`config.mk`:
```
export PLATFORM = sky130hd
export DESIGN_NAME = uart_tx_fifo
export DESIGN_NICKNAME = d
export VERILOG_FILES = /design/src/rtl/uart_tx_fifo.sv
export SDC_FILE = /design/constraint.sdc
export NUM_CORES = 1
export LEC_CHECK = 0
export CAP_MARGIN = 0
export CORE_MARGIN = 8
export CORE_UTILIZATION = 46
export CTS_CLUSTER_SIZE = 40
export DETAILED_ROUTE_END_ITERATION = 7
export PLACE_DENSITY = 0.62
export SETUP_SLACK_MARGIN = 0.3
export SLEW_MARGIN = 20
export SYNTH_ARGS = -nofsm -noshare
export SYNTH_HDL_FRONTEND = slang
export SYNTH_SLANG_ARGS = --single-unit
```
`constraint.sdc`:
```
create_clock -name clk -period 3.1 [get_ports clk]
set_input_delay 0.465 -clock clk [delete_from_list [all_inputs] [get_ports clk]]
set_output_delay 0.465 -clock clk [all_outputs]
set_load 0.05 [all_outputs]
```
`src/rtl/uart_tx_fifo.sv`:
```
// Buffered 8N1 UART transmitter: store-path writes land in a FIFO and are
// serialised LSB first onto txd, with back-to-back frames when data is queued.
module uart_tx_fifo #(
    parameter int CLKS_PER_BIT = 868,
    parameter int DEPTH        = 16
) (
    input  logic                     clk,
    input  logic                     rst,
    input  logic                     we,
    input  logic [7:0]               wdata,
    output logic                     tx_ready,
    output logic                     txd,
    output logic                     busy,
    output logic [$clog2(DEPTH):0]   count,
    output logic                     overflow
);

    localparam int AW = $clog2(DEPTH);
    localparam int CW = AW + 1;
    localparam int BW = $clog2(CLKS_PER_BIT);
    localparam logic [CW-1:0] FULL_COUNT = CW'(DEPTH);
    localparam logic [BW-1:0] BAUD_LAST  = BW'(CLKS_PER_BIT - 1);

    typedef enum logic [1:0] {
        S_IDLE,
        S_START,
        S_DATA,
        S_STOP
    } state_t;

    logic [7:0]    r_mem [DEPTH];
    logic [AW-1:0] r_wr_ptr;
    logic [AW-1:0] r_rd_ptr;
    logic [CW-1:0] r_count;
    logic          r_overflow;

    state_t        r_state, w_state_next;
    logic [BW-1:0] r_baud, w_baud_next;
    logic [2:0]    r_bit, w_bit_next;
    logic [7:0]    r_sh, w_sh_next;
    logic          r_txd, w_txd_next;

    logic w_push;
    logic w_pop;
    logic w_baud_end;
    logic w_not_empty;

    // Full is judged on occupancy alone, so a same-edge pop never frees a slot.
    assign tx_ready    = (r_count < FULL_COUNT);
    assign w_push      = we & tx_ready;
    assign w_not_empty = (r_count != '0);
    assign w_baud_end  = (r_baud == BAUD_LAST);

    always_ff @(posedge clk) begin
        if (w_push) begin
            r_mem[r_wr_ptr] <= wdata;
        end
    end

    always_ff @(posedge clk or posedge rst) begin
        if (rst) begin
            r_wr_ptr   <= '0;
            r_rd_ptr   <= '0;
            r_count    <= '0;
            r_overflow <= 1'b0;
        end else begin
            if (w_push) begin
                r_wr_ptr <= r_wr_ptr + AW'(1);
            end
            if (w_pop) begin
                r_rd_ptr <= r_rd_ptr + AW'(1);
            end
            case ({w_push, w_pop})
                2'b10:   r_count <= r_count + CW'(1);
                2'b01:   r_count <= r_count - CW'(1);
                default: r_count <= r_count;
            endcase
            if (we && !tx_ready) begin
                r_overflow <= 1'b1;
            end
        end
    end

    always_ff @(posedge clk or posedge rst) begin
        if (rst) begin
            r_state <= S_IDLE;
            r_baud  <= '0;
            r_bit   <= '0;
            r_sh    <= '0;
            r_txd   <= 1'b1;
        end else begin
            r_state <= w_state_next;
            r_baud  <= w_baud_next;
            r_bit   <= w_bit_next;
            r_sh    <= w_sh_next;
            r_txd   <= w_txd_next;
        end
    end

    always_comb begin
        w_state_next = r_state;
        w_baud_next  = r_baud;
        w_bit_next   = r_bit;
        w_sh_next    = r_sh;
        w_txd_next   = r_txd;
        w_pop        = 1'b0;

        case (r_state)
            S_IDLE: begin
                w_txd_next = 1'b1;
                if (w_not_empty) begin
                    w_pop        = 1'b1;
                    w_sh_next    = r_mem[r_rd_ptr];
                    w_txd_next   = 1'b0;
                    w_baud_next  = '0;
                    w_state_next = S_START;
                end
            end
            S_START: begin
                if (w_baud_end) begin
                    w_baud_next  = '0;
                    w_bit_next   = '0;
                    w_txd_next   = r_sh[0];
                    w_state_next = S_DATA;
                end else begin
                    w_baud_next = r_baud + BW'(1);
                end
            end
            S_DATA: begin
                if (w_baud_end) begin
                    w_baud_next = '0;
                    if (r_bit == 3'd7) begin
                        w_txd_next   = 1'b1;
                        w_state_next = S_STOP;
                    end else begin
                        w_sh_next  = {1'b0, r_sh[7:1]};
                        w_txd_next = r_sh[1];
                        w_bit_next = r_bit + 3'd1;
                    end
                end else begin
                    w_baud_next = r_baud + BW'(1);
                end
            end
            S_STOP: begin
                if (w_baud_end) begin
                    w_baud_next = '0;
                    // Chain straight into the next start bit when data is waiting.
                    if (w_not_empty) begin
                        w_pop        = 1'b1;
                        w_sh_next    = r_mem[r_rd_ptr];
                        w_txd_next   = 1'b0;
                        w_state_next = S_START;
                    end else begin
                        w_txd_next   = 1'b1;
                        w_state_next = S_IDLE;
                    end
                end else begin
                    w_baud_next = r_baud + BW'(1);
                end
            end
            default: begin
                w_txd_next   = 1'b1;
                w_baud_next  = '0;
                w_state_next = S_IDLE;
            end
        endcase
    end

    assign txd      = r_txd;
    assign count    = r_count;
    assign overflow = r_overflow;
    assign busy     = (r_state != S_IDLE) || w_not_empty;

endmodule

```
==> impl_results.md, run 1 <==
- Count of final max-slew check failures: 0
- I/O pin total: 20
- Clk_lat worst skew: 0.43 ns
- Finished Core Util: 0.535
- Most frequent cell after synthesis: edfxtp_1
- Synthesized instance count: 447
- Area Overhead vs Synth: 14.0%
- DR iter-0 viols: 394
- DR WL/cell: 20.7 µm
- Drt first pass iters: 4
- Setup TNS: 0 ns
- Final Cycle Share: 0.861
- Synthesized flop and latch total: 166
- Clock skew: 0.0114 ns
- Syn Area/Cell: 15.9 µm²
- PwrDens: 652 nW/µm²
- Fin cells: 678
- Sequential element share of the synthesized area: 0.674
- Residual DRC: 0
- Avg Vias per Cell: 5.67
- Pleak: 2.76 nW
- Setup ws final: 0.431 ns
- Actual slew at the worst max-slew pin: 0.888 ns
- Post-Syn Area: 7110 µm²
- Placed cell count: 644
- Post-placement cell area: 7520 µm²
- Post-Route WL: 14000 µm
- Worst-case clock buffer depth: 2
- CP Data Required Time: 3.41 ns
- TritonCTS buffer count: 17
- Overflow after GRT: 0
- TritonCTS clock tree: yes
- Via Count: 3843
- Slew HR: 0.408
- Final nets: 506
- Hold Crit Class: in2async
- Largest net degree at the start of global routing: 33
- Clock period minus final worst setup slack: 2.67 ns
- Die width: 140 µm
- Num Clock Sinks: 166
- Die Y-Extent: 140 µm
- Cell taking the most area after synthesis: edfxtp_1
- # diodes: 0
- Global Route Usage Sum: 0.150
- Final setup violation count: 0
- Commonest cells post-synth: edfxtp_1, dfrtp_1, mux2i_1
- Global-route wire length before repair: 22300 µm
- Core footprint: 15100 µm²
- Max Fanout on Critical Path: 5
- RD Place Congestion: 0.785
- Syn Nets: 476
- WHS: 0.281 ns
- Dpl ws: 0.348 ns
- VDD IR-drop max: 352 µV
- Vias in the first global route: 3941
- HPWL Detailed: 8950 µm
- Overall Power: 5.29 mW
- Fmax: 375 MHz
- Post-route cell area: 8110 µm²
- Synth top area share: 0.541
- Hold Buf Count CTS: 0
- Clk slew on worst S/H paths: 0.06 ns
- CP startpoint kind: flip-flop
- Status: finished, final reports clean
- Top cells by area, synth: edfxtp_1, dfrtp_1, mux4_2
- Initial Utilization: 0.469
- Max-cap viol count: 0
- Critical path type: reg2reg
- Worst endpoint data arrival time: 2.98 ns
- H-tree depth: 4
- Nature of the critical path endpoint: flip-flop
- RSZ-0062 raised after global routing: no
- Number of synthesized flops with an enable pin: 128
- Antenna violations before repair: 0
- Port bufs: 19
- Post-synth cell types: 55
- Num rows: 45
- Hold Fails Final Rpt: 0
- Post-synth ARST share: 0.229
- Yosys Warn Count: 0
- Proportion of layout cells with a drive suffix above 1: 0.173
- Post-synth top flop: edfxtp_1
- Final ANT Viol Nets: 0
- Clock root cell: clkbuf_16
- Die footprint: 19700 µm²
[layout by cell type (no fill, tap or decap), types with 13 or more instances in the layout]
cell	instances
mux2i_1	28
edfxtp_1	128
ha_1	15
mux4_2	20
and2_1	18
clkdlybuf4s50_1	18
nand2_1	25
nor2_1	13
clkbuf_16	17
dfrtp_1	33
o21ai_0	16
[flip-flops by register name, indices dropped and copies added, names as in the netlist, 2 cells and up]
register / flops
r_mem: 128
r_rd_ptr: 4
r_state: 2
count: 5
r_baud: 10
r_bit: 3
r_sh: 8
r_wr_ptr: 4
[area by class of cell]
type | count | area (µm²)
inverter | 11 | 41.3
fill | 1208 | 7040
timing repair buffer | 28 | 269
multi-input combinational | 253 | 2210
clock inverter | 15 | 121
tap | 188 | 235
clock buffer | 17 | 425
sequential | 166 | 4800
[worst paths after layout]
check,cells past startpoint,startpoint,to,slack (ns)
setup / recovery,11,r_baud[0],count[4],0.43
hold / removal,2,rst,overflow,0.28
setup reg to reg,11,r_baud[0],count[4],0.43
hold reg to reg,1,overflow,overflow,0.47
max in group asynchronous,3,rst,txd,2.07
min in group clk,1,overflow,overflow,0.47
[power breakdown]
group | leakage [nW] | internal, mW | switching (mW) | total [mW]
sequential | 1.61 | 2.57 | 0.111 | 2.68
clock | 0.263 | 1.04 | 0.905 | 1.95
combinational | 0.887 | 0.243 | 0.416 | 0.659
[critical path, stage by stage (launching register included)]
cell	delay, ns
dfrtp_1	0.42
ha_2	0.23
and4b_2	0.28
a41oi_2	0.25
nor3_4	0.08
ha_4	0.18
fa_1	0.39
a21o_1	0.20
a21oi_1	0.17
xor2_1	0.17
nor2_1	0.07
xnor2_1	0.11
[routing by layer]
layer / part of all wire / up-vias / track usage
met3: 0.047 / 14 / 0.0309
met1: 0.45 / 1958 / 0.197
li1: - / 1790 / -
met4: 0.016 / 0 / 0.0611
met2: 0.49 / 81 / 0.240
met5: 0 / - / 0
[cell families (layout without fill, tap and decap cells)]
family	count (synthesis)	count (layout)	synth area share
mux	54	54	0.112
buf+inv	28	71	0.0185
fa+ha+maj	18	18	0.0327
compound gates	75	75	0.0716
xor+xnor	14	14	0.0172
simple gates	92	92	0.0732
flops	166	166	0.674
[what timing repair did]
| action | 4_1_cts | 5_1_grt |
|---|---|---|
| resized for setup | 1 | 5 |
| setup buffers | 0 | 2 |
| pin swaps | 0 | 2 |
| setup endpoints to repair | 1 | 2 |
| gates cloned | 0 | 0 |
| endpoints found under the hold margin | 0 | 0 |
(Power assumes the default switching activity.)
==> inputs of run 2 (changes only) <==
CORE_UTILIZATION = 42   (was 46)
GPL_ROUTABILITY_DRIVEN = 0   (was default)
PLACE_DENSITY = 0.58   (was 0.62)
==> run 2 against run 1 <==
  * Wire length increased by 1.4%
  * Hold slack better by 0.16 ns
  * Sequential cell count unchanged
  * Sequential share of layout area down 0.57 points
  * Design area grew 0.97%
  * Sequential power about the same
  * Clock skew fell by 0.0037 ns
  * Clock power up 4%
  * Critical path depth is 1 lower
==> impl_results.md, run 2 (synthesis results as in run 1) <==
- Count of final max-slew check failures: 0 (unchanged)
- Max-cap viol count: 0 (unchanged)
- Clk_lat worst skew: 0.43 ns (about the same)
- Placed cell count: 677 (+5.1%)
- Net Sw Frac: 0.266 (-0.00472)
- TritonCTS clock tree: yes
- Clk slew on worst S/H paths: 0.06 ns (about the same)
- Clock skew: 0.00763 ns (-0.00373 ns)
- # diodes: 0 (unchanged)
- Post-Route WL: 14200 µm (+1.4%)
- I/O pin total: 20 (unchanged)
- Actual slew at the worst max-slew pin: 0.691 ns (-0.197 ns)
- Die footprint: 21300 µm² (+8.4%)
- Reg2reg end: count[4]
- Slew HR: 0.539 (+0.132)
- Fillers: 1402 (+16%)
- H-tree depth: 4 (unchanged)
- Crit path largest cell delay: 0.58 ns (+0.16 ns)
- Sw power: 1.43 mW (about the same)
- DR iter-0 viols: 290 (-26%)
- Hold Fails Final Rpt: 0 (unchanged)
- Die width: 146 µm (+4.1%)
- VDD IR-drop max: 394 µV (+12%)
- Critical-path cell list: or4_4, nor2_4, nor3_2, ha_4, fa_1, a21o_1, a21oi_1, xor2_1, nor2_1, xnor2_1
- Critical Path Source: count[3]
- CP Capture Point: count[4]
- Hold Crit Class: in2async
- Critical path depth in cells: 10 (-1)
- Antenna violations before repair: 0 (unchanged)
- Num rows: 47 (+4.4%)
- Initial Utilization: 0.429 (-0.0407)
- R2r startpoint: count[3]
- Clock power frac: 0.377 (+0.009)
- Largest register FFs: 128 (unchanged)
- Crit-path slowest cell: or4_4
- PwrDens: 658 nW/µm² (+0.81%)
- HPWL Detailed: 9150 µm (+2.3%)
- Fin cells: 712 (+5.0%)
- Clock root cell: clkbuf_16
- Final setup violation count: 0 (unchanged)
- Die Y-Extent: 146 µm (+4.1%)
- Global-route wire length before repair: 22500 µm (+1.2%)
- Buf/Inv on CP: 0 (unchanged)
- Fmax: 374 MHz (about the same)
- Avg Vias per Cell: 5.38 (-5.2%)
- Cells on worst reg2reg path: 10 (-1)
- Core footprint: 16600 µm² (+9.5%)
- Worst-case clock buffer depth: 2 (unchanged)
- Top Registers: r_mem x128, r_baud x10, r_sh x8
- TritonCTS buffer count: 17 (unchanged)
- Proportion of layout cells with a drive suffix above 1: 0.173 (-0.000705)
- Comb power frac: 0.126 (about the same)
- Max Fanout on Critical Path: 5 (unchanged)
- Internal power: 3.95 mW (+2.4%)
- CP Data Required Time: 3.41 ns (about the same)
- Final ANT Viol Nets: 0 (unchanged)
- Critical path type: reg2reg
- Largest net degree at the start of global routing: 39 (+18%)
- Residual DRC: 0 (unchanged)
- Area Overhead vs Synth: 15.1%
- Pleak: 2.78 nW (+0.50%)
- Vias in the first global route: 3902 (-0.99%)
- Most flop-heavy register: r_mem
- CP startpoint kind: flip-flop
- Flop2flop setup slack: 0.43 ns (about the same)
- Nature of the critical path endpoint: flip-flop
- Via Count: 3827 (-0.42%)
- Port bufs: 19 (unchanged)
- Status: finished, final reports clean
- Setup TNS: 0 ns (unchanged)
- Final Cycle Share: 0.862 (about the same)
- Global Route Usage Sum: 0.140 (-0.0107)
- DR WL/cell: 20.0 µm (-3.4%)
- Finished Core Util: 0.494 (-0.0416)
- RSZ-0062 raised after global routing: no
- Worst endpoint data arrival time: 2.98 ns (about the same)
- Clock period minus final worst setup slack: 2.67 ns (+0.00206 ns)
- Drt first pass iters: 4 (unchanged)
- Final nets: 508 (+0.40%)
- Family with the most delay on the worst path: simple AND/OR/NAND/NOR gates
- Most frequent cells in the layout: edfxtp_1, dfrtp_1, mux2i_1
- Part of the power in registers: 0.497 (-0.010)
- Num Clock Sinks: 166 (unchanged)
- Overflow after GRT: 0 (unchanged)
- Commonest non-fill, non-tap cell in the layout: edfxtp_1
## run 2: changes by cell type in the layout (fill, tap and decap cells not counted), sizes merged
cell | previous run | this run
buf | 9 | 11
bufinv | 0 | 1
clkbuf | 17 | 18
clkinv | 5 | 6
clkinvlp | 4 | 3
inv | 17 | 15
## run 2: repair_timing
item | in CTS | in global routing
gates cloned | 0 | 0
hold buffers | 0 | 0
endpoints found under the setup margin | 1 | 2
pin swaps | 0 | 1
buffers inserted | 0 | 3
resized for setup | 1 | 4
## run 2: worst min-delay path by stage
stage                 to  slack, ns
2_1_floorplan    r_sh[6]       0.46
3_3_place_gp    overflow       0.46
3_5_place_dp    overflow       0.45
4_1_cts         overflow       0.46
5_1_grt         overflow       0.51
6_report       r_baud[4]       0.44
## run 2: worst register-to-register path: stages, from the launching register on
cell and delay (ns):
dfrtp_2 0.42, or4_4 0.58, nor2_4 0.17, nor3_2 0.09, ha_4 0.19, fa_1 0.40
a21o_1 0.19, a21oi_1 0.16, xor2_1 0.17, nor2_1 0.07, xnor2_1 0.12
## run 2: layer usage
metal / global-route usage / up-vias / routed length [µm]
li1: - / 1793 / -
met1: 0.187 / 1966 / 6650
met2: 0.214 / 58 / 6910
met3: 0.0374 / 10 / 533
met4: 0.0520 / 0 / 114
met5: 0 / - / 0
## run 2: power groups by stage
| stage | clock network [mW] | registers [mW] | logic, mW |
|---|---|---|---|
| floorplan | 0 | 2.81 | 0.331 |
| global placement | 0 | 2.72 | 0.662 |
| detailed placement | 0 | 2.72 | 0.673 |
| CTS | 2.07 | 2.68 | 0.677 |
| global route | 2.16 | 2.69 | 0.743 |
| finish | 2.03 | 2.67 | 0.679 |
## run 2: final cells by class
class	count	area (µm²)	area share
timing repair buffer	30	284	0.0347
inverter	11	41.3	0.00504
sequential	166	4800	0.587
clock buffer	18	429	0.0524
tap	220	275	0.0336
multi-input combinational	253	2210	0.270
clock inverter	14	148	0.0180
## run 2: metrics by stage
| stage | cell area [µm²] | hold slack (ns) | power (mW) | worst slack [ns] |
|---|---|---|---|---|
| finish | 8190 | 0.444 | 5.38 | 0.428 |
| global route | 8190 | 0.506 | 5.60 | 0.303 |
| CTS | 8140 | 0.464 | 5.43 | 0.340 |
| detailed placement | 7570 | 0.450 | 3.40 | 0.370 |
| global placement | 7570 | 0.455 | 3.38 | 0.402 |
| floorplan | 7120 | 0.464 | 3.14 | 0.337 |
